<file path="src/rtl/twos_to_sign_mag_if.sv">
// Handshake bundle for the two's-complement to sign-magnitude converter.
// The producer/consumer side takes the master modport and the converter takes the slave modport.
interface twos_to_sign_mag_if #(
  parameter int N = 32
);
  logic         in_valid;
  logic         in_ready;
  logic [N-1:0] Xin;
  logic         out_valid;
  logic         out_ready;
  logic         Sign;
  logic [N-1:0] Mag;
  logic         MinNeg;

  modport master (
    output in_valid, Xin, out_ready,
    input  in_ready, out_valid, Sign, Mag, MinNeg
  );

  modport slave (
    input  in_valid, Xin, out_ready,
    output in_ready, out_valid, Sign, Mag, MinNeg
  );
endinterface

</file>
<file path="src/rtl/twos_to_sign_mag.sv">
// Converts a two's-complement word to sign-magnitude form.
// Non-negative words finish in one edge; negative words are negated serially, LSB first, over N edges.
module twos_to_sign_mag #(
  parameter int N = 32
) (
  input  logic                 clk,
  input  logic                 reset,
  twos_to_sign_mag_if.slave    bus
);

  localparam int CW = $clog2(N);
  localparam logic [CW-1:0] LAST_CNT = CW'(N - 1);
  localparam logic [N-1:0]  MIN_NEG  = {1'b1, {(N-1){1'b0}}};

  typedef enum logic [1:0] {IDLE, CONV, DONE} state_t;

  state_t        r_state;
  state_t        w_nextState;
  logic [N-1:0]  r_shift;
  logic [N-1:0]  r_acc;
  logic [N-1:0]  r_mag;
  logic [CW-1:0] r_cnt;
  logic          r_seenOne;
  logic          r_sign;
  logic          r_minNeg;
  logic          w_lastBit;
  logic          w_resBit;
  logic [N-1:0]  w_accNext;

  // Negation trick: copy bits up to and including the first 1, invert every bit after it.
  assign w_lastBit = (r_cnt == LAST_CNT);
  assign w_resBit  = r_seenOne ? ~r_shift[0] : r_shift[0];
  assign w_accNext = {w_resBit, r_acc[N-1:1]};

  always_ff @(posedge clk or posedge reset) begin
    if (reset) begin
      r_state <= IDLE;
    end else begin
      r_state <= w_nextState;
    end
  end

  always_comb begin
    w_nextState = r_state;
    case (r_state)
      IDLE: if (bus.in_valid) w_nextState = bus.Xin[N-1] ? CONV : DONE;
      CONV: if (w_lastBit) w_nextState = DONE;
      DONE: if (bus.out_ready) w_nextState = IDLE;
      default: w_nextState = IDLE;
    endcase
  end

  always_comb begin
    bus.in_ready  = (r_state == IDLE);
    bus.out_valid = (r_state == DONE);
  end

  // Partial results accumulate in r_acc so Mag keeps the previous result until a conversion completes.
  always_ff @(posedge clk or posedge reset) begin
    if (reset) begin
      r_shift   <= '0;
      r_acc     <= '0;
      r_mag     <= '0;
      r_cnt     <= '0;
      r_seenOne <= 1'b0;
      r_sign    <= 1'b0;
      r_minNeg  <= 1'b0;
    end else begin
      case (r_state)
        IDLE: begin
          if (bus.in_valid) begin
            r_shift   <= bus.Xin;
            r_sign    <= bus.Xin[N-1];
            r_cnt     <= '0;
            r_seenOne <= 1'b0;
            r_acc     <= '0;
            if (!bus.Xin[N-1]) begin
              r_mag    <= bus.Xin;
              r_minNeg <= 1'b0;
            end
          end
        end
        CONV: begin
          r_shift   <= {1'b0, r_shift[N-1:1]};
          r_acc     <= w_accNext;
          r_seenOne <= r_seenOne | r_shift[0];
          if (w_lastBit) begin
            r_mag    <= w_accNext;
            r_minNeg <= (w_accNext == MIN_NEG);
          end else begin
            r_cnt <= r_cnt + 1'b1;
          end
        end
        default: ;
      endcase
    end
  end

  assign bus.Sign   = r_sign;
  assign bus.Mag    = r_mag;
  assign bus.MinNeg = r_minNeg;

endmodule

</file>
<file path="src/flat_wrapper.sv">
// flat-port wrapper written by rule: the top's interface ports become plain ports
module twos_to_sign_mag_flat 
#(
  parameter int N = 32
)
  (clk, reset, bus_in_valid, bus_Xin, bus_out_ready, bus_in_ready, bus_out_valid, bus_Sign, bus_Mag, bus_MinNeg);
  twos_to_sign_mag_if #(.N(N)) bus_i ();
  input  logic clk;
  input  logic reset;
  input wire logic [$bits(bus_i.in_valid)-1:0] bus_in_valid;
  input wire logic [$bits(bus_i.Xin)-1:0] bus_Xin;
  input wire logic [$bits(bus_i.out_ready)-1:0] bus_out_ready;
  output wire logic [$bits(bus_i.in_ready)-1:0] bus_in_ready;
  output wire logic [$bits(bus_i.out_valid)-1:0] bus_out_valid;
  output wire logic [$bits(bus_i.Sign)-1:0] bus_Sign;
  output wire logic [$bits(bus_i.Mag)-1:0] bus_Mag;
  output wire logic [$bits(bus_i.MinNeg)-1:0] bus_MinNeg;
  assign bus_i.in_valid = bus_in_valid;
  assign bus_i.Xin = bus_Xin;
  assign bus_i.out_ready = bus_out_ready;
  assign bus_in_ready = bus_i.in_ready;
  assign bus_out_valid = bus_i.out_valid;
  assign bus_Sign = bus_i.Sign;
  assign bus_Mag = bus_i.Mag;
  assign bus_MinNeg = bus_i.MinNeg;
  twos_to_sign_mag #(.N(N)) u_core (.clk(clk), .reset(reset), .bus(bus_i));
endmodule
</file>
<file path="config.mk">
export PLATFORM = sky130hd
export DESIGN_NAME = twos_to_sign_mag_flat
export DESIGN_NICKNAME = d
export VERILOG_FILES = /design/src/rtl/twos_to_sign_mag_if.sv /design/src/rtl/twos_to_sign_mag.sv /design/src/flat_wrapper.sv
export SDC_FILE = /design/constraint.sdc
export NUM_CORES = 1
export LEC_CHECK = 0
export ABC_CLOCK_PERIOD_IN_PS = 7700
export CAP_MARGIN = 20
export CORE_MARGIN = 5
export CORE_UTILIZATION = 45
export DETAILED_ROUTE_END_ITERATION = 16
export DONT_BUFFER_PORTS = 1
export MAX_ROUTING_LAYER = met4
export PLACE_DENSITY_LB_ADDON = 0.3
export SYNTH_ARGS = -nofsm -noshare
export SYNTH_HDL_FRONTEND = slang
export SYNTH_SLANG_ARGS = --single-unit
</file>
<file path="constraint.sdc">
create_clock -name clk -period 7.7 [get_ports clk]
set_clock_uncertainty 0.05 [all_clocks]
set_input_delay 0.77 -clock clk [delete_from_list [all_inputs] [get_ports clk]]
set_output_delay 0.77 -clock clk [all_outputs]
set_load 0.005 [all_outputs]
</file>
; Word level (Yosys, flattened, before mapping)
; Cells that the tools add are included.
; W data, S select, Z words.
[word_totals]
ff_bits = 106
input_bits = 36
output_inout_bits = 36
word_cells = 50
[op_classes]
add_sub_neg = 1
reduce_logical = 7
bitwise_logic = 2
mux = 23
eq_ne = 9
[op_table]
columns = operator, n
row1 = $pmux W32 S2, 3
row2 = $mux W32, 5
row3 = $eq A32 B32 Y1 const B, 1
row4 = $mux W5, 2
row5 = $pmux W5 S2, 1
row6 = $mux W2, 4
row7 = $ne A2 B2 Y1 const B, 4
row8 = $pmux W2 S3, 1
row9 = $reduce_and A3 Y1, 2
row10 = $add A5 B1 Y5 const B, 1
row11 = $eq A5 B5 Y1 const B, 1
row12 = $mux W1, 5
row13 = $pmux W1 S2, 2
row14 = $reduce_and A2 Y1, 2
row15 = $reduce_and A4 Y1, 1
row16 = $eq A2 B1 Y1 const B, 1
row17 = $eq A2 B2 Y1 const B, 1
row18 = $logic_not A2 Y1, 1
row19 = $ne A2 B1 Y1 const B, 1
row20 = $reduce_bool A2 Y1, 1
row21 = $not A1 Y1, 1
row22 = $or A1 B1 Y1, 1

; Depth between registers and ports, before layout
; Gate-level depths: netlist of run 1.
[depth]
depth_word = 5
mapped_depth = 9
mapped_depth_nobuf = 7

; Worst setup path after synthesis of run 1
; No wires, ideal clock.
[synth_path]
kind = input port to flip-flop
from = input bus_Xin[31]
to = register u_core.r_minNeg, in the netlist u_core.bus.MinNeg
t_required_ps = 7525
setup_time_ps = 125
arrival_time_ps = 1772
path_buffers = 1
stages = 4
setup_slack_ps = 5753
path_cell_list = or3b_1 a21oi_2 buf_4 mux2_2
[synth_between]
elab_chain_cells = 2
[synth_lines]
columns = element, line
row1 = start: declaration, flat_wrapper.sv:11  ; input wire logic [$bits(bus_i.Xin)-1:0] bus_Xin;
row2 = $ne A2 B2 Y1 (no source line), -
row3 = $reduce_and A4 Y1 (no source line), -
row4 = end signal: assignment, twos_to_sign_mag.sv:89  ; r_minNeg <= (w_accNext == MIN_NEG);
row5 = end: declaration, twos_to_sign_mag.sv:25  ; logic r_minNeg;
; No other way between the ends.
; A chain may end at the register's enable or synchronous reset.

; Worst setup path in the final report of run 1
[layout_path]
from = register u_core.r_cnt[0]
to = register u_core.r_minNeg, in the netlist u_core.bus.MinNeg
[layout_between]
elab_chain_cells = 3
[layout_lines]
columns = element, line
row1 = start: declaration, twos_to_sign_mag.sv:22  ; logic [CW-1:0] r_cnt;
row2 = start signal: assignment, twos_to_sign_mag.sv:91  ; r_cnt <= r_cnt + 1'b1;
row3 = $eq A5 B5 Y1, twos_to_sign_mag.sv:31  ; assign w_lastBit = (r_cnt == LAST_CNT);
row4 = $ne A2 B1 Y1 (no source line), -
row5 = $reduce_and A4 Y1 (no source line), -
; No other way between the ends.

==> results.md, run 1 <==
* Gate count after technology mapping at 472
* Vias in the first global route at 3205
* Sequential area share after synthesis at 58.5%
* Dominant combinational cell family by area after synthesis: simple AND/OR/NAND/NOR gates
* Proportion of layout cells with a drive suffix above 1 at 6.06%
* Post-Synth Adder-Cell Area at 0.836%
* Sum of routed wire length over all layers at 9330 um
* Total clock sinks at 105
* Net count reported at finish at 496
* TNS Setup at 0 ns
* Area delta synth->final at 6.19%
* Deepest level of the CTS H-tree at 3
* Area share of and/or/nand/nor cells after synthesis at 20.0%
* Row count at 36
* Number of max-slew violations in the final report at 0
* Post-route antenna net violation count at 0
* Number of cells upsized or downsized after cts at 0
* Largest fanout on the critical path at 66
* Pwr Density at 374 nW/um^2
* Xor and xnor area share after synthesis at 0.390%
* Slew at the pin closest to its max-slew limit at 0.950 ns
* Setup violators final at 0
* Chip Height at 110 um
* Clock Tree Root: clkbuf_8
* Top-level I/O count at 72
* Die width at 110 um
* Total area of multi-input combinational cells at 1700 um^2
* Number of endpoints with negative hold slack in the final report at 0
* Maximum buffer depth of the clock tree at 2
* Clock tree from TritonCTS: done
* Area enclosed by the die boundary at 12100 um^2
* Max IR drop VDD at 0.189 mV
* Synth async-reset ratio at 100%
* Number of diodes added for antenna fixing at 0
* Fraction of the mapped netlist area in compound gates at 10.6%
* Kind of start point of the critical path: flip-flop
* Number of warnings issued by yosys at 0
* Average footprint of a synthesized cell at 9.51 um^2
* Count of cell types in the netlist at 31
* Area share of the largest cell type after synthesis at 58.5%
* Critical path arrival at 2.59 ns
* Unrepaired setup endpoints after global routing: no
* Pin count of the biggest net entering global routing at 88
* Detailed router's first-iteration violation count at 192
* Worst Hold Margin at 0.274 ns
* Yosys reg bits at 105
* Class of the tightest hold or removal check: input port to asynchronous set/reset pin
* Critical Path End Type: flip-flop
* Post-CTS repair timing setup buffer count at 0
* Launching point of the worst reg2reg path: u_core.r_cnt[0]$_DFFE_PP0P_
* Initial antenna violation count at 0
* Final period utilization at 31.0%
* Shortest clock period the worst path allows after layout at 2.39 ns
* Largest cells by area after synthesis: dfrtp_1 59%, nand2_1 14%, mux2i_1 4.7%
* Data required time of the worst path at 7.90 ns
* Global placement routability congestion at 0.731
* Sequential standard cell area at 2630 um^2
* Worst Setup SP: u_core.r_cnt[0]$_DFFE_PP0P_
* Syn_nets at 511
* Number of buffers inserted during clock tree synthesis at 9
* Fill cell count at 936
* Overall fraction of global-route tracks in use at 17.8%
* Routed length per instance at 15.7 um
* Area of the mapped netlist at 4490 um^2
* Fraction of synthesized area in multiplexers at 5.43%
* Highest Clock Rate at 418 MHz
* Max-capacitance violation count at 0
* Ranking of synthesized cells by instance count: 169 x nand2_1, 105 x dfrtp_1, 35 x nor2_1
* Reported leakage power at 2.28 nW
* Vias post-DR at 3123
* Cell accounting for the most synthesized area: dfrtp_1
* First drt pass iteration count at 4
* Dominant cell by count in the synthesized netlist: nand2_1
* Cts-stage hold buffer count at 0
* Post-synth EDFFs at 0
* DP HPWL at 6270 um
* Initial Util at 45.9%
* Standard cell core area at 9770 um^2
* # DRC at 0
* Overall overflow remaining after global route at 0
* Critical setup path kind: flip-flop to flip-flop
* Primary flip-flop cell chosen by synthesis mapping: dfrtp_1
* DR vias/cell at 5.25
* IO buf count at 0
* Clock transition at path regs at 0.10 ns
* Clock latency reported for the late side of the worst-skew pair at 0.36 ns
* Headroom to the max-slew limit at 36.5%
* Run status: finished, final reports clean
* First-pass GRT wire length at 16200 um
flip-flops by register name (all words and copies together) (netlist names):
| register | count |
|---|---|
| u_core.bus.Mag | 32 |
| u_core.r_shift | 32 |
| u_core.r_acc | 31 |
| u_core.r_cnt | 5 |
| u_core.r_state | 2 |
| u_core.bus.MinNeg | 1 |
| u_core.bus.Sign | 1 |
| u_core.r_seenOne | 1 |
per-stage QoR:
| stage | area, um^2 | power (W) | utilization, % | setup WS [ns] | cells |
|---|---|---|---|---|---|
| 5_1_grt | 4770 | 0.00194 | 48.8 | 5.10 | 595 |
| 2_1_floorplan | 4490 | 0.00132 | - | 4.12 | 472 |
| 6_report | 4770 | 0.00178 | 48.8 | 5.31 | 595 |
| 3_5_place_dp | 4560 | 0.00144 | 46.6 | 5.28 | 579 |
| 4_1_cts | 4770 | 0.00181 | 48.8 | 5.31 | 595 |
| 3_3_place_gp | 4560 | 0.00142 | 46.6 | 5.27 | 579 |
path summary, 6_finish.rpt:
check / endpoint / slack [ns] / cells after the start
worst max-delay path: u_core.bus.MinNeg$_DFFE_PP0P_ / 5.31 / 7
worst min-delay path: u_core.r_shift[10]$_DFFE_PP0P_ / 0.27 / 1
worst max register to register: u_core.bus.MinNeg$_DFFE_PP0P_ / 5.31 / 7
worst min register to register: u_core.r_shift[1]$_DFFE_PP0P_ / 0.44 / 2
max in group asynchronous: u_core.bus.Mag[28]$_DFFE_PP0P_ / 6.18 / 2
min in group clk: u_core.r_shift[1]$_DFFE_PP0P_ / 0.44 / 2
per-layer routing:
| layer | track usage (%) | wire length (um) | share of wire, % |
|---|---|---|---|
| met3 | 7.52 | 802 | 8.6 |
| met5 | - | 0 | 0 |
| met1 | 22.5 | 4140 | 44 |
| met2 | 26.6 | 4350 | 47 |
| met4 | 4.01 | 38 | 0.41 |
worst max-delay path, cell delays in order, from the launching register on:
cell and delay [ns]:
dfrtp_1 0.43, ha_1 0.19, and3_1 0.16, ha_1 0.26
nand2_1 0.13, a21oi_4 0.13, buf_4 0.52, mux2_2 0.40
cell type report:
cell class	instances	area share, %
Inverter	6	0.525
Tap cell	133	3.49
Multi-Input combinational cell	330	35.7
Clock inverter	6	1.73
Sequential cell	105	55.1
Clock buffer	10	2.68
Timing Repair Buffer	5	0.787
cells in the final DEF, fill, tap and decap left out, drive strengths merged, types with 2 or more instances in the layout:
master    n
nand2   169
dfrtp   105
nor2     36
a31oi    31
o21ai    23
mux2i    21
a22oi    10
clkbuf   10
nor4      7
a22o      6
inv       6
buf       5
nand4     3
mux2      3
ha        3
clkinv    3
a21oi     3
xor2      2
nor3      2
bufinv    2
nor2b     2
nor3b     2
cell families (layout without fill, tap and decap cells):
| logic type | Yosys count | count (layout) |
|---|---|---|
| buffers and inverters | 37 | 27 |
| AO/OA/AOI/OAI | 76 | 76 |
| adder cells (fa/ha/maj) | 3 | 3 |
| flip-flops | 105 | 105 |
| XOR/XNOR | 2 | 2 |
| AND/OR/NAND/NOR | 225 | 225 |
| multiplexers | 24 | 24 |
report_power, final:
group | switching (W) | internal, W
registers | 0.000151 | 0.000747
clock network | 0.000182 | 0.000182
logic | 0.000322 | 0.000198
No activity file was read; power rests on OpenSTA's default activity.
==> run 2, diff against run 1 <==
--- a/config.mk
+++ b/config.mk
@@ -5,7 +5,7 @@
 export SDC_FILE = /design/constraint.sdc
 export NUM_CORES = 1
 export LEC_CHECK = 0
-export ABC_CLOCK_PERIOD_IN_PS = 7700
+export ABC_CLOCK_PERIOD_IN_PS = 2470
 export CAP_MARGIN = 20
 export CORE_MARGIN = 5
 export CORE_UTILIZATION = 45
==> constraint.sdc (replaced) <==
create_clock -name clk -period 2.47 [get_ports clk]
set_clock_uncertainty 0.05 [all_clocks]
set_input_delay 0.247 -clock clk [delete_from_list [all_inputs] [get_ports clk]]
set_output_delay 0.247 -clock clk [all_outputs]
set_load 0.005 [all_outputs]
==> results.md, run 2 (synthesized netlist as in run 1, its figures left out) <==
* Unrepaired setup endpoints after global routing: no
* First drt pass iteration count at 4
* Commonest cells after routing, fill and taps aside: 169 x nand2_1, 105 x dfrtp_1, 35 x nor2_1, 35 x dlygate4sd3_1, 31 x a31oi_1
* Sum of routed wire length over all layers at 10600 um
* Die width at 110 um
* Area delta synth->final at 16.1%
* Vias in the first global route at 3422
* Kind of start point of the critical path: flip-flop
* Row count at 36
* Overall fraction of global-route tracks in use at 19.2%
* Reported leakage power at 2.49 nW
* CP peak stage delay at 0.42 ns
* Setup violators final at 0
* Critical path arrival at 2.32 ns
* DP Area at 4670 um^2
* Layout Utilization at 53.3%
* TNS Setup at 0 ns
* Post-route antenna net violation count at 0
* Clock tree from TritonCTS: done
* Clock latency reported for the late side of the worst-skew pair at 0.37 ns
* Number of cells traversed by the worst hold path at 2
* Deepest level of the CTS H-tree at 3
* Dpl ws at 0.445 ns
* Cell family with most CP delay: adder cells
* Standard cell core area at 9770 um^2
* Routed length per instance at 16.5 um
* Clock Tree Root: clkbuf_8
* Run status: finished, final reports clean
* Number of max-slew violations in the final report at 0
* Global placement routability congestion at 0.778
* Largest fanout on the critical path at 31
* Shortest clock period the worst path allows after layout at 2.09 ns
* Number of endpoints with negative hold slack in the final report at 0
* Pin count of the biggest net entering global routing at 50
* Master of the slowest instance on the critical path: dfrtp_1
* Data required time of the worst path at 2.70 ns
* Class of the tightest hold or removal check: input port to flip-flop
* Max-capacitance violation count at 0
* Worst-case reg-to-reg path depth at 8
* Net count reported at finish at 541
* Highest Clock Rate at 478 MHz
* Top-level I/O count at 72
* Number of cells upsized or downsized after cts at 0
* Initial antenna violation count at 0
* Final period utilization at 84.7%
* CP Cell Sequence: ha_1, and3_1, ha_1, nand2_1, a21oi_4, buf_4, nor2_1, a31oi_1
* Critical Path End Type: flip-flop
* Proportion of layout cells with a drive suffix above 1 at 7.50%
* Detailed router's first-iteration violation count at 191
* Max IR drop VDD at 0.459 mV
* Critical setup path kind: flip-flop to flip-flop
* Clock transition at path regs at 0.10 ns
* First-pass GRT wire length at 17400 um
* Area enclosed by the die boundary at 12100 um^2
* Pwr Density at 1100 nW/um^2
* Layout Cell Area excl Fill at 5210 um^2
* Post-CTS repair timing setup buffer count at 0
* Path length in cells of the critical path at 8
* Vias post-DR at 3389
* IO buf count at 0
* Initial Util at 45.9%
* Fill cell count at 887
* Chip Height at 110 um
* Maximum buffer depth of the clock tree at 2
* Number of buffers inserted during clock tree synthesis at 9
* DP HPWL at 7090 um
* Number of diodes added for antenna fixing at 0
* Overall overflow remaining after global route at 0
* Overall power after layout at 0.00571 W
* DR vias/cell at 5.30
* Total clock sinks at 105
* Smallest setup slack after layout at 0.379 ns
* # DRC at 0
* CP most frequent cell: ha_1
* Headroom to the max-slew limit at 66.1%
* Slew at the pin closest to its max-slew limit at 0.508 ns
* Number of buffers and inverters on the critical path at 1
* Most common cell after layout, fill and taps aside: nand2_1
## run 2: repair_timing
action | in CTS | in global routing
endpoints found under the hold margin | 55 | 0
endpoints found under the setup margin | 0 | 0
hold buffers | 35 | 0
## run 2: per-stage QoR
stage | std cells | hold slack, ns
detailed placement | 589 | 0.0756
floorplan | 472 | 0.325
finish | 640 | 0.0290
global route | 640 | 0.0323
global placement | 589 | 0.0754
CTS | 640 | 0.0133
## run 2: final cells by class
type | instances | area, um^2 | share of cell area [%]
inverter | 6 | 26.3 | 0.504
timing repair buffer | 50 | 500 | 9.60
tap | 133 | 166 | 3.19
clock inverter | 3 | 22.5 | 0.432
clock buffer | 13 | 169 | 3.24
sequential | 105 | 2630 | 50.4
multi-input combinational | 330 | 1700 | 32.6
## run 2: power breakdown
part | switching, W | internal, W
registers | 0.000485 | 0.00233
logic | 0.00111 | 0.000763
clock network | 0.000575 | 0.000455
total | 0.00217 | 0.00355
## run 2: routing by layer
metal	GRT usage [%]	routed length, um
met5	-	0
met2	28.8	4870
met4	8.64	252
met3	4.87	779
met1	24.8	4650
## run 2: worst paths after layout
check	endpoint	start	slack [ns]
min reg2reg	u_core.r_shift[0]$_DFFE_PP0P_	u_core.r_shift[0]$_DFFE_PP0P_	0.44
min in group asynchronous	u_core.r_shift[5]$_DFFE_PP0P_	reset	0.29
max	u_core.bus.Mag[27]$_DFFE_PP0P_	u_core.r_cnt[0]$_DFFE_PP0P_	0.38
max reg2reg	u_core.bus.Mag[27]$_DFFE_PP0P_	u_core.r_cnt[0]$_DFFE_PP0P_	0.38
max in group asynchronous	u_core.bus.Mag[27]$_DFFE_PP0P_	reset	1.46
min	u_core.r_shift[29]$_DFFE_PP0P_	bus_Xin[29]	0.03
==> run 3, diff against run 2 <==
--- a/config.mk
+++ b/config.mk
@@ -5,7 +5,7 @@
 export SDC_FILE = /design/constraint.sdc
 export NUM_CORES = 1
 export LEC_CHECK = 0
-export ABC_CLOCK_PERIOD_IN_PS = 2470
+export ABC_CLOCK_PERIOD_IN_PS = 1750
 export CAP_MARGIN = 20
 export CORE_MARGIN = 5
 export CORE_UTILIZATION = 45
==> constraint.sdc (replaced) <==
create_clock -name clk -period 1.75 [get_ports clk]
set_clock_uncertainty 0.05 [all_clocks]
set_input_delay 0.175 -clock clk [delete_from_list [all_inputs] [get_ports clk]]
set_output_delay 0.175 -clock clk [all_outputs]
set_load 0.005 [all_outputs]
==> results.md, run 3 (synthesized netlist as in run 1, its figures left out) <==
* Initial antenna violation count at 0
* Die width at 110 um
* Highest Clock Rate at 559 MHz
* Fill cell count at 862
* Overall overflow remaining after global route at 0
* Number of cells traversed by the worst hold path at 3
* Vias post-DR at 3487
* Standard cell core area at 9770 um^2
* Area enclosed by the die boundary at 12100 um^2
* DP HPWL at 6760 um
* Clock Tree Root: clkbuf_8
* Shortest clock period the worst path allows after layout at 1.79 ns
* Critical setup path kind: flip-flop to flip-flop
* Worst R2R End: u_core.bus.Mag[13]$_DFFE_PP0P_
* Dpl ws at -0.0898 ns
* Internal power component at 0.00525 W
* Path length in cells of the critical path at 9
* First-pass GRT wire length at 17500 um
* Clock tree from TritonCTS: done
* Critical Path End Type: flip-flop
* Critical path arrival at 2.04 ns
* Clock latency reported for the late side of the worst-skew pair at 0.37 ns
* Sequential standard cell area at 2630 um^2
* Setup violators final at 28
* Clock transition at path regs at 0.10 ns
* Overall power after layout at 0.00851 W
* Net switching power at 0.00325 W
* # DRC at 0
* Kind of start point of the critical path: flip-flop
* Sink of the worst hold path: u_core.r_shift[31]$_DFFE_PP0P_
* Class of the tightest hold or removal check: input port to flip-flop
* Share of total power in the clock network at 17.2%
* Max-capacitance violation count at 0
* Worst-case reg-to-reg path depth at 9
* Unrepaired setup endpoints after global routing: yes
* Number of endpoints with negative hold slack in the final report at 0
* Total clock sinks at 105
* Most common cell after layout, fill and taps aside: nand2_1
* Net count reported at finish at 552
* Deepest level of the CTS H-tree at 3
* Total area of multi-input combinational cells at 1830 um^2
* Pin count of the biggest net entering global routing at 87
* Net Sw Frac at 38.2%
* Cell Count Post-Placement at 593
* Reported leakage power at 2.60 nW
* Part of the total power dissipated in combinational logic at 36.1%
* Layout Cell Area excl Fill at 5560 um^2
* IO buf count at 0
* Maximum buffer depth of the clock tree at 2
* HP Start: bus_Xin[31]
* DP Area at 4750 um^2
* Detailed router's first-iteration violation count at 146
* Top-level I/O count at 72
* Largest fanout on the critical path at 19
* Commonest cells after routing, fill and taps aside: 168 x nand2_1, 105 x dfrtp_1, 35 x dlygate4sd3_1
* Number of buffers and inverters on the critical path at 2
* Run status: complete, but fails checks
* CP most frequent cell: buf_12
* Vias in the first global route at 3477
* Sum of routed wire length over all layers at 11200 um
* Headroom to the max-slew limit at 60.6%
* Max IR drop VDD at 0.673 mV
* Smallest setup slack after layout at -0.0402 ns
* Number of diodes added for antenna fixing at 0
* Cell family with most CP delay: flip-flops
* CP Cell Sequence: ha_2, and3_4, ha_4, nand2_4, a21oi_4, buf_12, buf_12, nor2_1, a31oi_1
* Overall fraction of global-route tracks in use at 19.5%
* Data required time of the worst path at 2.00 ns
* Final period utilization at 102%
* Reg2reg setup slack at -0.04 ns
* Chip Height at 110 um
* Launching point of the worst reg2reg path: u_core.r_cnt[1]$_DFFE_PP0P_
* Register share of total power at 46.6%
* Row count at 36
* Slew at the pin closest to its max-slew limit at 0.589 ns
* Number of buffers inserted during clock tree synthesis at 9
* First drt pass iteration count at 5
* Pwr Density at 1530 nW/um^2
* Master of the slowest instance on the critical path: dfrtp_1
* Proportion of layout cells with a drive suffix above 1 at 13.7%
* CP peak stage delay at 0.37 ns
* Area delta synth->final at 23.8%
* Initial Util at 45.9%
* Violations in the final reports: setup timing
* Post-route antenna net violation count at 0
* Number of max-slew violations in the final report at 0
* Routed length per instance at 17.1 um
* Post-Layout Cell Count at 651
* Global placement routability congestion at 0.779
* DR vias/cell at 5.36
[run 3: changes by cell type in the layout (fill, tap and decap cells not counted), moves of 3 or more]
cell / change
buf_12: +4
clkbuf_16: +3
nor2_1: -14
nor2_2: +9
nor2_4: +6
[run 3: through the flow]
step	util [%]	hold slack (ns)	setup TNS (ns)
after floorplan	-	0.253	0
after global placement	48.6	0.0819	-0.0436
after detailed placement	48.6	0.0841	-0.218
after CTS	54.8	0.0403	-0.0446
after global routing	56.9	0.113	-2.41
final	56.9	0.0457	-0.488
[run 3: worst min-delay path, cell delays in order]
cell,delay [ns]
nand2_1,0.04
a2bb2oi_1,0.14
o21ai_0,0.07
[run 3: worst max path at each step]
stage	end	from	slack (ns)
after floorplan	u_core.r_cnt[3]$_DFFE_PP0P_	u_core.r_cnt[0]$_DFFE_PP0P_	0.0009
after global placement	u_core.r_cnt[3]$_DFFE_PP0P_	u_core.r_cnt[0]$_DFFE_PP0P_	-0.04
after detailed placement	u_core.r_cnt[3]$_DFFE_PP0P_	u_core.r_cnt[0]$_DFFE_PP0P_	-0.09
after CTS	u_core.bus.Mag[7]$_DFFE_PP0P_	u_core.r_cnt[1]$_DFFE_PP0P_	-0.02
after global routing	u_core.bus.Mag[23]$_DFFE_PP0P_	u_core.r_cnt[1]$_DFFE_PP0P_	-0.10
final	u_core.bus.Mag[13]$_DFFE_PP0P_	u_core.r_cnt[1]$_DFFE_PP0P_	-0.04
[run 3: power groups by stage]
stage	Sequential (W)	Clock (W)	Combinational, W
2_1_floorplan	0.00375	0	0.00204
3_3_place_gp	0.00394	0	0.00255
3_5_place_dp	0.00397	0	0.00263
4_1_cts	0.00392	0.00150	0.00282
5_1_grt	0.00408	0.00160	0.00347
6_report	0.00397	0.00146	0.00308
[run 3: final cells by class]
class	count	area share (%)
clock inverters	4	0.473
clock buffers	12	2.97
repair buffers	60	13.0
flip-flops and latches	105	47.3
well taps	133	2.99
inverters	6	0.473
multi-input cells	331	32.8
[run 3: routing by layer]
| metal | GRT usage [%] | routed length, um |
|---|---|---|
| met4 | 3.92 | 65 |
| met5 | - | 0 |
| met1 | 25.4 | 4840 |
| met2 | 30.4 | 5540 |
| met3 | 5.99 | 704 |
[run 3: what timing repair did]
action | in CTS | in global routing
endpoints found under the setup margin | 32 | 70
gates cloned | 2 | 3
gates resized for setup | 3 | 31
hold buffers | 35 | 0
buffers inserted | 1 | 2
hold endpoints to repair | 83 | 0
pin swaps | 1 | 4
